===== config.mk =====
export PLATFORM = sky130hd
export DESIGN_NAME = primos_pares_contador
export DESIGN_NICKNAME = d
export VERILOG_FILES = /design/src/rtl/primos_pares_contador.sv
export SDC_FILE = /design/constraint.sdc
export NUM_CORES = 1
export LEC_CHECK = 0
export ABC_CLOCK_PERIOD_IN_PS = 1470
export BUFFER_PORTS_ARGS = -buffer_cell sky130_fd_sc_hd__clkbuf_2
export CORE_MARGIN = 2
export CORE_UTILIZATION = 35
export DETAILED_ROUTE_END_ITERATION = 12
export MAX_ROUTING_LAYER = met4
export PLACE_DENSITY = 0.69
export SLEW_MARGIN = 0
export SYNTH_ARGS = -nofsm -noshare
export SYNTH_HDL_FRONTEND = slang
export SYNTH_SLANG_ARGS = --single-unit

===== constraint.sdc =====
create_clock -name CLK -period 1.47 [get_ports CLK]
set_input_delay 0.294 -clock CLK [delete_from_list [all_inputs] [get_ports CLK]]
set_output_delay 0.294 -clock CLK [all_outputs]
set_load 0.005 [all_outputs]

===== src/rtl/primos_pares_contador.sv =====
// primos_pares_contador: tallies prime/even categories over a frame of
// classified nibbles, recomputes both flags to count classifier errors, and
// presents the results through a DONE/ACK handshake.
module primos_pares_contador #(
  parameter int FRAME_LEN = 16,
  parameter int CW        = 5
) (
  input  logic          CLK,
  input  logic          RST,
  input  logic          START,
  input  logic          VALID,
  input  logic          D,
  input  logic          C,
  input  logic          B,
  input  logic          A,
  input  logic          PRIMOS,
  input  logic          PARES,
  input  logic          ACK,
  output logic          BUSY,
  output logic          DONE,
  output logic [CW-1:0] CNT_PRIMOS,
  output logic [CW-1:0] CNT_PARES,
  output logic [CW-1:0] CNT_AMBOS,
  output logic [CW-1:0] CNT_NINGUNO,
  output logic [CW-1:0] CNT_ERR
);

  typedef enum logic [1:0] {
    IDLE  = 2'd0,
    ACUM  = 2'd1,
    LISTO = 2'd2
  } state_t;

  state_t        state, state_next;
  logic [CW-1:0] idx;
  logic [3:0]    nibble;
  logic          ref_prime;
  logic          ref_even;
  logic          accept;
  logic          last_sample;
  logic          start_frame;
  logic          sample_err;

  assign nibble      = {D, C, B, A};
  assign accept      = (state == ACUM) && VALID;
  assign last_sample = accept && (idx == CW'(FRAME_LEN - 1));
  assign start_frame = (state == IDLE) && START;

  // Status outputs decoded from the registered state only.
  assign BUSY = (state == ACUM);
  assign DONE = (state == LISTO);

  // Reference classification of the incoming nibble.
  always_comb begin
    // NOTE: every signal written here gets a default first so no latch is inferred.
    ref_prime = 1'b0;
    case (nibble)
      4'd2, 4'd3, 4'd5, 4'd7, 4'd11, 4'd13: ref_prime = 1'b1;
      default:                              ref_prime = 1'b0;
    endcase
  end

  assign ref_even   = ~A;
  assign sample_err = (PRIMOS != ref_prime) || (PARES != ref_even);

  // State register.
  always_ff @(posedge CLK or posedge RST) begin
    // NOTE: sequential state uses non-blocking assignments so all registers update together.
    if (RST) state <= IDLE;
    else     state <= state_next;
  end

  // Next-state logic.
  always_comb begin
    state_next = state;
    case (state)
      IDLE:    if (START)       state_next = ACUM;
      ACUM:    if (last_sample) state_next = LISTO;
      LISTO:   if (ACK)         state_next = IDLE;
      default:                  state_next = IDLE;
    endcase
  end

  // Sample index and category counters: cleared on START, bumped per accepted sample.
  always_ff @(posedge CLK or posedge RST) begin
    if (RST) begin
      idx         <= '0;
      CNT_PRIMOS  <= '0;
      CNT_PARES   <= '0;
      CNT_AMBOS   <= '0;
      CNT_NINGUNO <= '0;
      CNT_ERR     <= '0;
    end else if (start_frame) begin
      idx         <= '0;
      CNT_PRIMOS  <= '0;
      CNT_PARES   <= '0;
      CNT_AMBOS   <= '0;
      CNT_NINGUNO <= '0;
      CNT_ERR     <= '0;
    end else if (accept) begin
      idx         <= idx + CW'(1);
      CNT_PRIMOS  <= CNT_PRIMOS  + CW'(PRIMOS);
      CNT_PARES   <= CNT_PARES   + CW'(PARES);
      CNT_AMBOS   <= CNT_AMBOS   + CW'(PRIMOS & PARES);
      CNT_NINGUNO <= CNT_NINGUNO + CW'(~PRIMOS & ~PARES);
      CNT_ERR     <= CNT_ERR     + CW'(sample_err);
    end
  end

endmodule

==> flow_metrics.tcl <==
set metrics [dict create \
    status "complete, but fails checks" \
    violations "negative setup slack" \
    crit_path_max_fanout 3 \
    synth_top_area_share_pct 51.04 \
    cts_hold_buf 0 \
    clockBufferDepth 2 \
    grt_pass1_vias 1203 \
    die_w_um 70.96 \
    fin_crit_ns 1.509 \
    synth_compound_area_share_pct 10.93 \
    synth_fa_ha_area_share_pct 9.569 \
    cts_tree "yes" \
    cts_buffers 5 \
    crit_chain "buf_8 > nor2b_4 > buf_4 > a221oi_2 > a31o_2 > ha_4 > ha_4 > nand4_1 > xor2_1 > nor2_1" \
    num_antenna_cells 0 \
    htreeDepth 2 \
    rsz0062_at_grt "true" \
    regToRegSetupSlack_ns 0.04 \
    syn_nets 167 \
    fin_skew_ns 0.004316 \
    start_util_pct 36.28 \
    clock_latency_ns 0.28 \
    synth_xor_area_share_pct 8.931 \
    die_y_um 70.96 \
    vdd_drop_max_uv 930.0 \
    synth_top_cells_by_area "dfrtp_1 (51%), ha_1 (9.6%), xor2_1 (8.4%)" \
    drcViolationCount 0 \
    min_period_over_period_pct 102.6 \
    arrival_ns 1.68 \
    areaGrowthSynthToFinish_pct 34.37 \
    grt_pass1_wl_um 5485 \
    holdWs_ns 0.06847 \
    syn_area_um2 1569 \
    maxSlewHeadroom_pct 72.91 \
    syn_avg_cell_area_um2 10.90 \
    powerDensity_nw_per_um2 1664 \
    min_path_type "input pin to async pin" \
    gr-total-overflow 0 \
    worstSetupStartpointType "input pin" \
    drt_wl_total_um 3216 \
    rows 24 \
    cts_sinks 32 \
    cap_viol_max_count 0 \
    setup_violations 2 \
    synth_warnings 0 \
    synthMuxAreaShare_pct 0 \
    yosysTopAreaCell "dfrtp_1" \
    worst_pin_slew_ns 0.4063 \
    drive_above_1_share_pct 37.00 \
    fin_ws_ns -0.03852 \
    ys_types 30 \
    wl_per_cell_um 12.76 \
    final_antenna_net_count 0 \
    synth.ff_latch_count 32 \
    antenna_found_initial 0 \
    core_area_um2 4324 \
    crit_path_max_incr_delay_ns 0.27 \
    grt_max_degree 33 \
    die-area_um2 5035 \
    final_nets 222 \
    io_pins 38 \
    synth-simple-area-share_pct 16.75 \
    drt_iter0_markers 27 \
    slowest_stage "a221oi_2" \
    required_ns 1.64 \
    leakagePower_uw 0.001059 \
    hold_violations 0 \
    worst_setup_path_end_kind "flip-flop" \
    route.detailed.vias_per_inst 4.972 \
    vias 1253 \
    fmax_ghz 0.6629 \
    dp_hpwl_um 2304 \
    syn_inst 144 \
    setup_tns_ns -0.05081 \
    maxSlewViolCount 0 \
    fin_util_pct 48.76 \
    synth_seq_area_share_pct 51.04 \
    crit_path_frequent_cell "ha_4" \
    clk_pin_slew_ns 0.06 \
    placement.io_buffers 37 \
    firstDrtPassIters 4 \
    synth_top_family_by_area "simple AND/OR/NAND/NOR gates" \
    root_buffer "clkbuf_8" \
    path_class "input pin to flip-flop" \
    grt_use_total_pct 14.48 \
    gp_congestion 0.7502 \
]
## Yosys cell counts (all sizes together)
| master | n |
|---|---|
| dfrtp | 32 |
| nor2 | 19 |
| xor2 | 15 |
| ha | 12 |
| a22o | 11 |
| nand2 | 10 |
| nand4 | 9 |
| inv | 5 |
| o21ai | 5 |
| buf | 3 |
| nor2b | 3 |
| a21oi | 2 |
| clkbuf | 2 |
| nand3b | 2 |
| a21boi | 1 |
| a21o | 1 |
| a221oi | 1 |
| a31o | 1 |
| and2 | 1 |
| and3 | 1 |
| and3b | 1 |
| nand3 | 1 |
| nor3b | 1 |
| nor4 | 1 |
| nor4b | 1 |
| o31ai | 1 |
| or4 | 1 |
| xnor2 | 1 |
## cells in the final DEF, fill, tap and decap left out
master / n
a22o_1: 11
o31ai_1: 1
nor2b_2: 2
a21boi_2: 1
buf_6: 2
buf_2: 1
nor2_1: 19
dfrtp_1: 32
inv_1: 5
o21ai_1: 1
ha_1: 9
xnor2_1: 1
ha_4: 2
o21ai_0: 4
nor4_1: 1
xor2_1: 15
nor3b_2: 1
buf_12: 1
a31o_2: 1
and3b_2: 1
clkbuf_8: 6
nand3_1: 1
nor4b_4: 1
and2_1: 1
nand2_2: 1
a221oi_2: 1
buf_4: 15
clkbuf_2: 33
a21oi_1: 2
clkinv_2: 2
or4_1: 1
ha_2: 1
nand2_1: 9
nand3b_1: 2
buf_8: 1
nor2b_4: 1
a21o_1: 1
and3_1: 1
nand4_1: 9
## cell families after synthesis
kind of cell | count (synthesis)
flip-flops | 32
AO/OA/AOI/OAI | 23
AND/OR/NAND/NOR | 51
adder cells (fa/ha/maj) | 12
XOR/XNOR | 16
buffers and inverters | 10
## stage by stage
step | power [uW] | instances | setup WS (ns) | area [um^2]
3_5_place_dp | 2813 | 242 | -0.3030 | 1954
5_1_grt | 3820 | 252 | -0.09642 | 2108
3_3_place_gp | 2765 | 242 | -0.2535 | 1954
6_report | 3508 | 252 | -0.03852 | 2108
2_1_floorplan | 2222 | 144 | -0.07804 | 1612
4_1_cts | 3537 | 250 | 0.006072 | 2049
## cell type report
type / instances / area [um^2]
repair buffers: 53 / 340.3
fillers: 414 / 2216
inverters: 5 / 18.77
clock buffers: 6 / 82.58
multi-input cells: 102 / 790.8
clock inverters: 2 / 10.01
flip-flops and latches: 32 / 800.8
well taps: 52 / 65.06
## power breakdown
part | internal (uW) | switching, uW
combinational | 703 | 595
sequential | 1200 | 310
clock | 373 | 324
## final timing paths
| path | startpoint | to | cells past startpoint |
|---|---|---|---|
| max | A | CNT_ERR[4] | 10 |
| min | RST | state[1] | 3 |
| max reg2reg | CNT_NINGUNO[0] | CNT_NINGUNO[4] | 6 |
| min reg2reg | idx[4] | idx[4] | 2 |
| max in group asynchronous | RST | CNT_AMBOS[1] | 3 |
| min in group CLK | ACK | state[1] | 3 |
## worst max-delay path, delay by kind of cell
| kind | cells | cell delay [ns] |
|---|---|---|
| compound gates | 2 | 0.43 |
| xor+xnor | 1 | 0.17 |
| fa+ha+maj | 2 | 0.27 |
| buf+inv | 2 | 0.23 |
| simple gates | 3 | 0.28 |
## layer usage
layer  up-vias  share of wire, %  GRT usage (%)
met2        26                50          23.26
met3         5               4.2          4.558
li1        614                 -              -
met1       608                45          17.25
met5         -                 0              -
met4         0               1.0          5.031
## timing repair
action                                  4_1_cts  5_1_grt
pin swaps                                     3        8
buffers inserted                              0        2
resized for setup                             1       16
endpoints found under the setup margin        2       14
## sequential cells by signal, indices dropped and copies added, names as in the netlist
name	cells
CNT_AMBOS	5
CNT_ERR	5
CNT_NINGUNO	5
CNT_PARES	5
CNT_PRIMOS	5
idx	5
state	2
(Power assumes the default switching activity.)
